**config.mk**
```make
export PLATFORM = sky130hd
export DESIGN_NAME = w_reg_pe_param
export DESIGN_NICKNAME = d
export VERILOG_FILES = /design/src/rtl/w_pe_pkg.sv /design/src/rtl/count_n.sv /design/src/rtl/w_reg_pe_param.sv
export SDC_FILE = /design/constraint.sdc
export NUM_CORES = 1
export LEC_CHECK = 0
export ABC_CLOCK_PERIOD_IN_PS = 3600
export CAP_MARGIN = 40
export CORE_AREA = 2 2 160 162
export CTS_CLUSTER_DIAMETER = 100
export CTS_CLUSTER_SIZE = 30
export DETAILED_ROUTE_END_ITERATION = 7
export DIE_AREA = 0 0 162 164
export GPL_TIMING_DRIVEN = 1
export PLACE_DENSITY = 0.61
export SLEW_MARGIN = 0
export SYNTH_ARGS = -nofsm -noshare
export SYNTH_HDL_FRONTEND = slang
export SYNTH_SLANG_ARGS = --single-unit
```
**constraint.sdc**
```tcl
create_clock -name clk -period 3.6 [get_ports clk]
set_input_delay 0.54 -clock clk [delete_from_list [all_inputs] [get_ports clk]]
set_output_delay 0.54 -clock clk [all_outputs]
set_load 0.005 [all_outputs]
```
**src/rtl/w_pe_pkg.sv**
```systemverilog
// Shared types and helpers for the weight-register PE: forwarding directions,
// FSM states and the kernel tap index used as ROM address.
package w_pe_pkg;

   localparam logic [1:0] DIR_NONE  = 2'd0;
   localparam logic [1:0] DIR_RIGHT = 2'd1;
   localparam logic [1:0] DIR_DOWN  = 2'd2;
   localparam logic [1:0] DIR_HOME  = 2'd3;

   typedef enum logic {
      S_IDLE = 1'b0,
      S_RUN  = 1'b1
   } state_e;

   function automatic int unsigned tap_idx(input int unsigned x, input int unsigned y,
                                           input int unsigned k);
      return y * k + x;
   endfunction

endpackage

```
**src/rtl/count_n.sv**
```systemverilog
// Modulo-MAX counter with an enable; carry marks the enabled cycle that wraps,
// so instances chain directly into the next counter's enable.
module count_n #(
   parameter  int MAX = 3,
   localparam int W   = (MAX > 1) ? $clog2(MAX) : 1
) (
   input  logic         clk,
   input  logic         xrst,
   input  logic         en,
   output logic [W-1:0] q,
   output logic         carry
);

   logic [W-1:0] cnt_q;
   logic [W-1:0] cnt_d;

   assign q     = cnt_q;
   assign carry = en & (cnt_q == W'(MAX - 1));

   always_comb begin
      cnt_d = cnt_q;
      if (en) begin
         cnt_d = carry ? '0 : cnt_q + 1'b1;
      end
   end

   always_ff @(posedge clk) begin
      if (xrst) begin
         cnt_q <= '0;
      end else begin
         cnt_q <= cnt_d;
      end
   end

endmodule

```
**src/rtl/w_reg_pe_param.sv**
```systemverilog
// Weight-register PE: holds NCH weights for the current kernel tap, walks the
// kernel/map counters and sources weights from the ROM on map (0,0), else the chain.
module w_reg_pe_param
   import w_pe_pkg::*;
#(
   parameter  int NCH = 16,
   parameter  int DW  = 8,
   parameter  int K   = 3,
   parameter  int M   = 19,
   localparam int AW  = $clog2(K * K),
   localparam int KW  = (K > 1) ? $clog2(K) : 1,
   localparam int MW  = (M > 1) ? $clog2(M) : 1
) (
   input  logic              clk,
   input  logic              xrst,
   input  logic              start,
   input  logic              en,
   output logic [AW-1:0]     raddr,
   input  logic [NCH*DW-1:0] rdata,
   input  logic [NCH*DW-1:0] w_in,
   input  logic              w_in_valid,
   output logic [NCH*DW-1:0] w_q,
   output logic              w_q_valid,
   output logic [1:0]        fwd_dir,
   output logic [KW-1:0]     x_q,
   output logic [KW-1:0]     y_q,
   output logic [MW-1:0]     X_q,
   output logic [MW-1:0]     Y_q,
   output logic              busy,
   output logic              finish
);

   state_e            state_q, state_d;
   logic [NCH*DW-1:0] w_d;
   logic              finish_q, finish_d;
   logic              run, step, src_is_rom;
   logic              xWrap, yWrap, XWrap, YWrap;
   logic              xCarry, yCarry, XCarry, YCarry;
   logic [KW-1:0]     xNext, yNext;
   logic [MW-1:0]     XNext, YNext;

   assign run   = (state_q == S_RUN);
   assign xWrap = (x_q == KW'(K - 1));
   assign yWrap = (y_q == KW'(K - 1));
   assign XWrap = (X_q == MW'(M - 1));
   assign YWrap = (Y_q == MW'(M - 1));

   // Position after an unconditional advance; it does not depend on step, so
   // raddr and the weight source stay stable while the PE is stalled.
   always_comb begin
      xNext = xWrap ? '0 : x_q + 1'b1;
      yNext = y_q;
      XNext = X_q;
      YNext = Y_q;
      if (xWrap) begin
         yNext = yWrap ? '0 : y_q + 1'b1;
      end
      if (xWrap & yWrap) begin
         XNext = XWrap ? '0 : X_q + 1'b1;
      end
      if (xWrap & yWrap & XWrap) begin
         YNext = YWrap ? '0 : Y_q + 1'b1;
      end
   end

   assign src_is_rom = (XNext == '0) && (YNext == '0);
   assign step       = run & en & (src_is_rom | w_in_valid);
   assign raddr      = run ? AW'(tap_idx(32'(xNext), 32'(yNext), K)) : '0;

   count_n #(.MAX(K)) uCountX (.clk(clk), .xrst(xrst), .en(step),   .q(x_q), .carry(xCarry));
   count_n #(.MAX(K)) uCountY (.clk(clk), .xrst(xrst), .en(xCarry), .q(y_q), .carry(yCarry));
   count_n #(.MAX(M)) uCountMX(.clk(clk), .xrst(xrst), .en(yCarry), .q(X_q), .carry(XCarry));
   count_n #(.MAX(M)) uCountMY(.clk(clk), .xrst(xrst), .en(XCarry), .q(Y_q), .carry(YCarry));

   always_comb begin
      state_d  = state_q;
      w_d      = w_q;
      finish_d = 1'b0;
      fwd_dir  = DIR_NONE;
      case (state_q)
         S_IDLE: begin
            if (start) begin
               state_d = S_RUN;
               w_d     = rdata;
            end
         end
         S_RUN: begin
            if (step) begin
               w_d = src_is_rom ? rdata : w_in;
               if (xWrap & XWrap) begin
                  fwd_dir = DIR_HOME;
               end else if (xWrap) begin
                  fwd_dir = DIR_DOWN;
               end else begin
                  fwd_dir = DIR_RIGHT;
               end
               // Carry out of the map-row counter is the final step of the frame.
               if (YCarry) begin
                  state_d  = S_IDLE;
                  finish_d = 1'b1;
               end
            end
         end
         default: state_d = S_IDLE;
      endcase
   end

   always_ff @(posedge clk) begin
      if (xrst) begin
         state_q  <= S_IDLE;
         w_q      <= '0;
         finish_q <= 1'b0;
      end else begin
         state_q  <= state_d;
         w_q      <= w_d;
         finish_q <= finish_d;
      end
   end

   assign w_q_valid = run;
   assign busy      = (state_q != S_IDLE);
   assign finish    = finish_q;

endmodule

```
==> results of run 1 <==
layout by cell type (no fill, tap or decap), types with 3 or more instances in the layout:
cell               n
dfxtp_1          138
ha_1               4
nor2b_1            4
a311oi_1         129
inv_1             12
a21oi_1           12
clkdlybuf4s50_1  408
buf_12            10
a211oi_1           3
mux2i_1            4
nor2_1            11
o21ai_0            3
nand3b_1           4
nor3_1           133
and2_1             5
dfxtp_2            6
nand3_1            9
clkinvlp_4         6
clkbuf_16         17
inv_6              3
buf_4             11
nand2_1          268
where the power goes:
part	total [uW]	internal, uW	leakage [uW]	switching (uW)
clock network	1680	912	0.000251	767
logic	1060	656	0.00293	400
registers	1820	1740	0.00120	81.0
total	4560	3310	0.00438	1250
metal layers:
metal  vias to the layer above  global-route usage  wire (um)  share of wire
met3                        37              0.0654       2220          0.077
met1                      3773               0.251      12100           0.42
met4                         0              0.0644        668          0.023
li1                       3909                   -          -              -
met5                         -                   0          0              0
met2                       290               0.346      14100           0.48
cell type report:
class                   count  area [um2]
fillers                  2463       12900
repair buffers            432        4420
clock inverters            13         105
inverters                  12        45.0
multi-input cells         633        3650
clock buffers              19         443
well taps                 330         413
flip-flops and latches    144        2890
worst max path at each step:
stage,start,to,slack [ns],cells past startpoint
final,uCountMX.q[1],fwd_dir[1],0.15,7
after global placement,uCountX.q[0],raddr[2],0.35,8
after global routing,uCountMX.q[1],fwd_dir[1],-0.03,7
after floorplan,uCountMY.q[0],fwd_dir[0],0.67,9
after CTS,uCountX.q[0],raddr[2],0.03,8
after detailed placement,uCountX.q[0],raddr[2],0.32,8
stage by stage:
stage                     hold slack [ns]  setup WS, ns
after floorplan                     0.504         0.667
after global placement              0.510         0.354
after detailed placement            0.530         0.321
after CTS                           0.517        0.0293
after global routing                0.547       -0.0284
final                               0.504         0.146
cell usage after synthesis (3+ instances only):
library cell | number | area, um2
inv_1 | 12 | 45.0
dfxtp_1 | 144 | 2880
buf_2 | 23 | 115
o21ai_0 | 4 | 20.0
nand3_1 | 9 | 45.0
clkbuf_1 | 57 | 214
a211oi_1 | 3 | 22.5
buf_4 | 12 | 90.1
a311oi_1 | 129 | 1130
nand2_1 | 268 | 1010
a21oi_1 | 12 | 60.1
ha_1 | 6 | 75.1
and2_1 | 5 | 31.3
nor2b_1 | 4 | 25.0
nor2_1 | 11 | 41.3
nand3b_1 | 4 | 30.0
nand2b_1 | 3 | 18.8
nor3_1 | 133 | 666
mux2i_1 | 5 | 50.1
registers in the layout, indices dropped and copies added, names as in the netlist:
name and count:
busy 1, w_q 128, uCountMY.q 5, finish 1, uCountY.q 2, uCountMX.q 5
uCountX.q 2
critical path, cell delays in order, from the launching register on:
cell,delay (ns)
dfxtp_1,0.47
ha_2,0.28
nand3_1,0.18
mux2i_2,0.27
a21oi_1,0.15
a2111oi_4,0.43
o21ba_2,0.22
clkdlybuf4s50_1,0.50
kinds of logic after synthesis:
kind of cell	after synthesis
flip-flops	144
AO/OA/AOI/OAI	167
XOR/XNOR	2
buffers and inverters	104
adder cells (fa/ha/maj)	8
multiplexers	7
AND/OR/NAND/NOR	449
repair_timing:
action	CTS	global route
hold buffers	0	0
pin swaps	1	0
setup endpoints to repair	4	4
buffers inserted	1	0
gates resized for setup	4	9
==> results.md, run 1 <==
* Core Util, Final at 0.482
* Vias in the first global route at 7638
* Synth Net Count at 1150
* Hold Path Sink: uCountY.q[1]
* Post-DP HPWL at 19800 um
* Placer Congestion at 0.807
* Skew final at 0.0171 ns
* Layout area overhead at 72.3%
* Synth Register Bits at 144
* Ratio of cells with drive above 1 in the final layout at 0.0630
* Proportion of synthesized area in mux cells at 0.0104
* # rows at 58
* Main flop type after synthesis: dfxtp_1
* Total GRT Usage at 0.206
* Core ar. at 24800 um2
* Distinct cell type count after synthesis at 45
* TritonCTS clock tree: yes
* Root Buffer: clkbuf_16
* CTS Buffer Depth at 2
* Synth Area in XOR/XNOR at 0.00252
* Fin area at 12000 um2
* H-tree Lvls at 4
* Async S/R FF share, synth at 0
* Global-route wire length before repair at 43000 um
* Mean Syn Cell Area at 7.88 um2
* Final Hold Viols at 0
* Synth Area in Adders at 0.0166
* Crit Path Max Fanout at 7
* Hold path start: uCountY.q[1]
* Area of the die at 26600 um2
* Placed cell area at 11400 um2
* Finished Layout Cells at 1583
* Post-synthesis compound-gate area fraction at 0.206
* Via total after detailed routing at 8009
* Slew headroom at 0.445
* Drt wl/cell at 18.3 um
* Origin of the critical flop-to-flop path: uCountMX.q[1]
* Initial antenna violation count at 0
* Largest family of logic cells by synthesized area: simple AND/OR/NAND/NOR gates
* Fin crit period at 3.45 ns
* Lkg Pwr at 0.00438 uW
* Final slew viol count at 0
* Hold path depth at 2
* Reg2Reg Setup Slack at 0.40 ns
* Critical Path Start Type: flip-flop
* R2R depth at 10
* Final worst-path cycle share at 0.959
* # DRC at 0
* Crit path kind: reg -> out
* Global route overflow at 0
* Fmax at 0.290 GHz
* Synth Area in Simple Gates at 0.283
* Power per cell area at 381 nW/um2
* Mapped Cells at 881
* Clock slew at reported path FFs at 0.06 ns
* Number of CTS-inserted buffers at 17
* Critical path endpoint category: output pin
* Post-layout net count at 1509
* EDFF count, synth at 0
* CP required at 3.06 ns
* Die height at 164 um
* Total Neg Setup Slack at 0 ns
* Post-Syn Area at 6950 um2
* Largest net degree at the start of global routing at 83
* Status: complete, no violations
* Routed WL at 29000 um
* DIE WIDTH at 162 um
* Worst slew pin tran at 0.833 ns
* VDD IR max at 212 uV
* Post-Place Cells at 1550
* Hold Crit Class: reg -> reg
* Total iterations of the first detailed-routing run at 4
* Num ports at 412
* Diode count at 0
* R2r endpoint: w_q[109]
* Ys Warns at 0
* Port buffer count at 411
* Initial Util at 0.280
* Antenna-violating nets left at 0
* PnR Total Power at 4560 uW
* Clk Latency, worst-skew pair at 0.42 ns
* Register area share after synthesis at 0.415
* DRT iter0 DRCs at 495
* Via/cell ratio at 5.06
* Sink Count at 144
* CP Data Arrival Time at 2.91 ns
* Max cap viols at 0
* Final setup violation count at 0
(Power assumes the default switching activity.)
==> inputs of run 2 (changes only) <==
CORE_AREA = 2 2 161 163   (was 2 2 160 162)
CTS_BUF_LIST = sky130_fd_sc_hd__clkbuf_4 sky130_fd_sc_hd__clkbuf_8 sky130_fd_sc_hd__clkbuf_16   (was default)
DIE_AREA = 0 0 163 165   (was 0 0 162 164)
PLACE_DENSITY = 0.66   (was 0.61)
SYNTH_HIERARCHICAL = 1   (was default)
==> run 2 against run 1 <==
Effect of this change: power is 13% higher; clock power is 24% higher; sequential cell count stayed put; synthesized area is 19% higher; highest routed layer unchanged.
==> results.md, run 2 <==
* Largest register FFs at 128 (unchanged)
* Footprint of the multi-input gates at 4670 um2 (was 3650 um2)
* Crit path kind: reg -> out (unchanged)
* Reg2Reg Setup Slack at 0.44 ns (was 0.40 ns)
* Crit Path Max Fanout at 5 (was 7)
* Post-layout net count at 1507 (was 1509)
* Post-DP HPWL at 20100 um (was 19800 um)
* Mapped Cells at 899 (was 881)
* Ys Warns at 6 (was 0)
* Post-Place Cells at 1545 (was 1550)
* Skew final at 0.00953 ns (was 0.0171 ns)
* CTS Buffer Depth at 2 (unchanged)
* Switching part of the total at 0.265 (was 0.274)
* Hold Crit Class: reg -> reg (unchanged)
* R2R depth at 14 (was 10)
* TritonCTS clock tree: yes (unchanged)
* Largest net degree at the start of global routing at 129 (was 83)
* Number of CTS-inserted buffers at 17 (unchanged)
* PnR Total Power at 5140 uW (was 4560 uW)
* H-tree Lvls at 4 (unchanged)
* Clock share of power at 0.406 (was 0.368)
* Total iterations of the first detailed-routing run at 4 (unchanged)
* DIE WIDTH at 163 um (was 162 um)
* Ratio of cells with drive above 1 in the final layout at 0.152 (was 0.0630)
* Hold path start: uCountY/q[1] (was uCountY.q[1])
* Origin of the critical flop-to-flop path: uCountMY/q[1] (was uCountMX.q[1])
* Antenna-violating nets left at 0 (unchanged)
* Internal power at 3780 uW (was 3310 uW)
* Sink Count at 144 (unchanged)
* Layout area overhead at 58.2% (was 72.3%)
* VDD IR max at 270 uV (was 212 uV)
* Status: complete, no violations (unchanged)
* CP required at 3.06 ns (about the same)
* Synth Net Count at 1172 (was 1150)
* Worst slew pin tran at 0.809 ns (was 0.833 ns)
* Port buffer count at 411 (unchanged)
* Post-synth top area share at 0.348 (was 0.415)
* Critical Path Start Type: flip-flop (unchanged)
* Critical-path top delay cell: fa_1 (was clkdlybuf4s50_1)
* Filler cells at 2327 (was 2463)
* Most common cell in the netlist: dfxtp_1 (was nand2_1)
* Power per cell area at 392 nW/um2 (was 381 nW/um2)
* Distinct cell type count after synthesis at 48 (was 45)
* Lkg Pwr at 0.00420 uW (was 0.00438 uW)
* P_sw at 1360 uW (was 1250 uW)
* Placer Congestion at 0.782 (was 0.807)
* Setup bufs post-CTS at 0 (was 1)
* Fin crit period at 3.44 ns (was 3.45 ns)
* CP Data Arrival Time at 2.90 ns (was 2.91 ns)
* Clock slew at reported path FFs at 0.07 ns (was 0.06 ns)
* Diode count at 0 (unchanged)
* Vias in the first global route at 8439 (was 7638)
* Max cap viols at 0 (unchanged)
* Final worst-path cycle share at 0.956 (was 0.959)
* Area of the die at 26900 um2 (was 26600 um2)
* Final Hold Viols at 0 (unchanged)
* Mean Syn Cell Area at 9.21 um2 (was 7.88 um2)
* Reg power frac at 0.354 (was 0.400)
* Initial Util at 0.331 (was 0.280)
* Routed WL at 31800 um (was 29000 um)
* Register area share after synthesis at 0.348 (was 0.415)
* Commonest non-fill, non-tap cell in the layout: clkdlybuf4s50_1 (unchanged)
* Total GRT Usage at 0.223 (was 0.206)
* Post-Syn Area at 8280 um2 (was 6950 um2)
* Main flop type after synthesis: dfxtp_1 (unchanged)
* Final setup violation count at 0 (unchanged)
* Clk Latency, worst-skew pair at 0.42 ns (about the same)
* Slew headroom at 0.461 (was 0.445)
* Final slew viol count at 0 (unchanged)
* Async S/R FF share, synth at 0 (unchanged)
* Synth area leaders: dfxtp_1 35%, a311oi_2 22%, nor3_1 8.2% (was dfxtp_1 42%, a311oi_1 16%, nand2_1 14%)
* Gate power share at 0.240 (was 0.232)
* Critical path destination: raddr[3] (was fwd_dir[1])
* Global route overflow at 0 (unchanged)
* Core ar. at 25000 um2 (was 24800 um2)
* Commonest non-fill, non-tap cells in the layout: 409 x clkdlybuf4s50_1, 140 x dfxtp_1, 135 x nor3_1, 129 x nand3_1, 128 x o21ai_0 (was 408 x clkdlybuf4s50_1, 268 x nand2_1, 138 x dfxtp_1, 133 x nor3_1, 129 x a311oi_1)
* DRT iter0 DRCs at 716 (was 495)
* Global-route wire length before repair at 47500 um (was 43000 um)
* # DRC at 0 (unchanged)
* Fmax at 0.291 GHz (was 0.290 GHz)
* Die height at 165 um (was 164 um)
* Cell-by-cell trace of the critical path: nand2b_4, mux2_2, inv_1, fa_1, inv_1, ha_1, fa_1, and2_1, clkdlybuf4s50_1 (was ha_2, nand3_1, mux2i_2, a21oi_1, a2111oi_4, o21ba_2, clkdlybuf4s50_1)
* Post-synth top area cell: dfxtp_1 (unchanged)
* Num ports at 412 (unchanged)
* R2r endpoint: finish (was w_q[109])
* Register area at 2890 um2 (unchanged)
* # rows at 58 (unchanged)
* Critical path endpoint category: output pin (unchanged)
* Drt wl/cell at 20.1 um (was 18.3 um)
* Root Buffer: clkbuf_16 (unchanged)
* CP startpoint: uCountX/q[0] (was uCountMX.q[1])
* Synth Register Bits at 144 (unchanged)
* Initial antenna violation count at 0 (unchanged)
* Via/cell ratio at 5.47 (was 5.06)
* Top cells by count, synth: 144 x dfxtp_1, 135 x nor3_1, 129 x nand3_1 (was 268 x nand2_1, 144 x dfxtp_1, 133 x nor3_1)
* RSZ-0062 raised after global routing: false
* Total Neg Setup Slack at 0 ns (unchanged)
* Slowest stage delay, CP at 0.51 ns (was 0.50 ns)
* EDFF count, synth at 0 (unchanged)
* Via total after detailed routing at 8625 (was 8009)
* Finished Layout Cells at 1577 (was 1583)
* Most flops, register: w_q (unchanged)
run 2: changes by cell type in the layout (fill, tap and decap cells not counted), moves of 119 or more:
cell,delta
nand2_1,-259
o21ai_0,+125
a311oi_1,-121
nand3_1,+120
a311oi_2,+119
run 2: worst min-delay path by stage:
stage	to	slack, ns	depth (start not counted)
after global placement	uCountY/q[0]	0.56	2
after detailed placement	uCountY/q[1]	0.55	2
after global routing	uCountMX/q[0]	0.53	2
after CTS	uCountMX/q[0]	0.52	2
final	uCountY/q[1]	0.52	2
after floorplan	uCountY/q[1]	0.52	2
run 2: area by class of cell:
| type | count | share of cell area |
|---|---|---|
| multi-input combinational | 624 | 0.357 |
| timing repair buffer | 430 | 0.334 |
| inverter | 17 | 0.00497 |
| clock buffer | 20 | 0.0342 |
| clock inverter | 12 | 0.0176 |
| sequential | 144 | 0.221 |
| tap | 330 | 0.0315 |
run 2: critical path: cells and delay by family, from the launching register on:
family / cells / cell delay (ns)
adder cells (fa/ha/maj): 3 / 1.06
buffers and inverters: 3 / 0.55
flip-flops: 1 / 0.32
multiplexers: 1 / 0.24
AND/OR/NAND/NOR: 2 / 0.32
run 2: kinds of logic after synthesis:
kind of cell / Yosys count / share of synthesized area
and+or+nand+nor: 325 / 0.206
AOI/OAI and AO/OA: 280 / 0.324
DFF: 144 / 0.348
buffers and inverters: 131 / 0.0937
adders and majority gates: 12 / 0.0199
xor gates and xnor gates: 6 / 0.00635
muxes: 1 / 0.00136
run 2: repair_timing:
action / 4_1_cts / 5_1_grt
setup endpoints to repair: 1 / 8
resized for setup: 5 / 2
hold buffers: 0 / 0
cloned: 0 / 0
run 2: layer usage:
metal,global-route usage,vias up,share of wire
met5,0,-,0
met1,0.272,4118,0.41
met2,0.380,338,0.48
li1,-,4125,-
met4,0.0776,0,0.025
met3,0.0590,44,0.077
run 2: power groups by stage:
stage	sequential [uW]	combinational [uW]	clock, uW
finish	1820	1230	2090
global route	1840	1310	2200
CTS	1820	1240	2130
detailed placement	1850	1230	0
global placement	1850	1230	0
floorplan	1860	552	0
run 2: metrics by stage:
stage	instance area (um2)	hold WS, ns	util	worst slack [ns]
finish	13100	0.525	0.523	0.159
CTS	13100	0.521	0.523	0.0601
global placement	12400	0.558	0.496	0.364
floorplan	8280	0.518	-	0.580
detailed placement	12400	0.553	0.496	0.242
global route	13100	0.530	0.523	0.00718
==> inputs of run 3 (changes only) <==
CORE_AREA = 8 8 156 158   (was 2 2 161 163)
DIE_AREA = 0 0 164 166   (was 0 0 163 165)
PLACE_DENSITY = 0.75   (was 0.66)
==> run 3 against run 2 <==
Effect of this change: die area rose by 1.2%; final area fell by 0.98%; wire length rose by 5.6%; sequential cell count did not move; hold slack improved by 0.044 ns; power fell by 4.5%; global-route usage rose by 1.2 points; first-iteration DRC count rose by 10%; combinational power barely moved; clock-buffer cell count fell by 1; highest routed layer unchanged.
==> results.md, run 3 (synthesized netlist as in run 2, its figures left out) <==
* Critical Path Start Type: flip-flop (unchanged)
* R2R depth at 14 (unchanged)
* TritonCTS clock tree: yes (unchanged)
* Power per cell area at 378 nW/um2 (was 392 nW/um2)
* Final slew viol count at 0 (unchanged)
* Crit Path Max Fanout at 10 (was 5)
* Fin crit period at 3.44 ns (about the same)
* Global-route wire length before repair at 51300 um (was 47500 um)
* Global route overflow at 0 (unchanged)
* Critical path destination: fwd_dir[0] (was raddr[3])
* Number of CTS-inserted buffers at 17 (unchanged)
* Setup bufs post-CTS at 0 (unchanged)
* Sink Count at 144 (unchanged)
* VDD IR max at 241 uV (was 270 uV)
* Total Neg Setup Slack at 0 ns (unchanged)
* Most flops, register: w_q (unchanged)
* Fin area at 13000 um2 (was 13100 um2)
* Reg2Reg Setup Slack at 0.23 ns (was 0.44 ns)
* Origin of the critical flop-to-flop path: uCountMY/q[0] (was uCountMY/q[1])
* Largest net degree at the start of global routing at 129 (unchanged)
* Total GRT Usage at 0.235 (was 0.223)
* Max cap viols at 0 (unchanged)
* # rows at 55 (was 58)
* PnR Total Power at 4910 uW (was 5140 uW)
* Commonest non-fill, non-tap cells in the layout: 409 x clkdlybuf4s50_1, 140 x dfxtp_1, 135 x nor3_1, 129 x nand3_1, 128 x o21ai_0 (unchanged)
* CP required at 3.06 ns (about the same)
* Lkg Pwr at 0.00415 uW (was 0.00420 uW)
* Port buffer count at 411 (unchanged)
* Final worst-path cycle share at 0.956 (about the same)
* Die height at 166 um (was 165 um)
* Clk Latency, worst-skew pair at 0.44 ns (was 0.42 ns)
* Num ports at 412 (unchanged)
* H-tree Lvls at 4 (unchanged)
* CP startpoint: uCountMY/q[0] (was uCountX/q[0])
* Ratio of cells with drive above 1 in the final layout at 0.152 (about the same)
* Initial Util at 0.375 (was 0.331)
* Post-layout net count at 1505 (was 1507)
* # DRC at 0 (unchanged)
* Vias in the first global route at 8820 (was 8439)
* Antenna-violating nets left at 0 (unchanged)
* Area of the die at 27200 um2 (was 26900 um2)
* RSZ-0062 raised after global routing: false (unchanged)
* Total iterations of the first detailed-routing run at 5 (was 4)
* Slew headroom at 0.409 (was 0.461)
* Commonest non-fill, non-tap cell in the layout: clkdlybuf4s50_1 (unchanged)
* Routed WL at 33500 um (was 31800 um)
* Drt wl/cell at 21.9 um (was 20.1 um)
* Worst slew pin tran at 0.886 ns (was 0.809 ns)
* Via total after detailed routing at 8880 (was 8625)
* Final Hold Viols at 0 (unchanged)
* CP Data Arrival Time at 2.90 ns (about the same)
* Fmax at 0.290 GHz (was 0.291 GHz)
* Skew final at 0.0184 ns (was 0.00953 ns)
* Initial antenna violation count at 2 (was 0)
* Placed cell area at 12400 um2 (about the same)
* DIE WIDTH at 164 um (was 163 um)
* Via/cell ratio at 5.80 (was 5.47)
* Slowest stage delay, CP at 0.55 ns (was 0.51 ns)
* Clock slew at reported path FFs at 0.07 ns (about the same)
* Core ar. at 22100 um2 (was 25000 um2)
* DRT iter0 DRCs at 790 (was 716)
* Crit path kind: reg -> out (unchanged)
* Final hold slack at 0.568 ns (was 0.525 ns)
* Hold Crit Class: reg -> reg (unchanged)
* Critical path endpoint category: output pin (unchanged)
* R2r endpoint: finish (unchanged)
* Pre-CTS WS at 0.00215 ns (was 0.242 ns)
* Post-route setup slack at 0.157 ns (was 0.159 ns)
* Post-DP HPWL at 22200 um (was 20100 um)
* Critical-path top delay cell: clkdlybuf4s50_1 (was fa_1)
* Cell-by-cell trace of the critical path: ha_1, or2_0, a211oi_2, o221ai_1, a21o_4, a21o_1, a21oi_1, clkdlybuf4s50_1 (was nand2b_4, mux2_2, inv_1, fa_1, inv_1, ha_1, fa_1, and2_1, clkdlybuf4s50_1)
* Root Buffer: clkbuf_16 (unchanged)
* CTS Buffer Depth at 2 (unchanged)
* Status: complete, no violations (unchanged)
* Placer Congestion at 0.787 (was 0.782)
* Filler cells at 1877 (was 2327)
* Largest register FFs at 128 (unchanged)
* Final setup violation count at 0 (unchanged)
* Layout area overhead at 56.7% (was 58.2%)
## run 3: changes by cell type in the layout (fill, tap and decap cells not counted), moves of 2 or more
cell	delta
buf_4	-3
bufinv_16	-4
clkbuf_4	-2
clkinvlp_4	+2
diode_2	+2
inv_6	+2
## run 3: how the worst min path moves through the flow
stage	startpoint	end	slack, ns	cells past startpoint
after floorplan	uCountY/q[1]	uCountY/q[1]	0.52	2
after global placement	uCountY/q[1]	uCountY/q[1]	0.55	2
after detailed placement	uCountY/q[0]	uCountY/q[0]	0.56	2
after CTS	uCountY/q[0]	uCountY/q[0]	0.57	2
after global routing	w_q[54]	w_q[54]	0.63	2
final	uCountY/q[0]	uCountY/q[0]	0.57	2
## run 3: what timing repair did
action / 4_1_cts / 5_1_grt
hold buffers: 0 / 0
resized for setup: 3 / 5
setup endpoints to repair: 5 / 10
## run 3: cell type report
class / instances / area [um2] / area share
Multi-Input combinational cell: 624 / 4680 / 0.361
Timing Repair Buffer: 428 / 4380 / 0.338
Sequential cell: 144 / 2890 / 0.223
Clock buffer: 19 / 447 / 0.0344
Tap cell: 285 / 357 / 0.0275
Clock inverter: 13 / 151 / 0.0117
Inverter: 17 / 65.1 / 0.00501
Antenna cell: 2 / 5.00 / 0.000386
## run 3: layer usage
layer | track usage | share of wire | vias to the layer above
li1 | - | - | 4120
met5 | 0 | 0 | -
met4 | 0.106 | 0.039 | 0
met1 | 0.280 | 0.40 | 4306
met3 | 0.0751 | 0.092 | 68
met2 | 0.378 | 0.47 | 386
## run 3: metrics by stage
stage	instances	utilization
after detailed placement	1498	0.559
final	1532	0.587
after global placement	1498	0.559
after floorplan	899	-
after global routing	1532	0.587
after CTS	1530	0.586
## run 3: where the power goes
group          internal (uW)  leakage, uW  total [uW]  switching, uW
registers               1740      0.00120        1820           78.2
clock network           1060     0.000281        1840            781
logic                    713      0.00267        1250            537
## run 3: critical path: cells and delay by family (launching register included)
| kind | cells | cell delay [ns] |
|---|---|---|
| buf+inv | 1 | 0.55 |
| compound gates | 5 | 1.09 |
| simple gates | 1 | 0.23 |
| flops | 1 | 0.37 |
| fa+ha+maj | 1 | 0.24 |
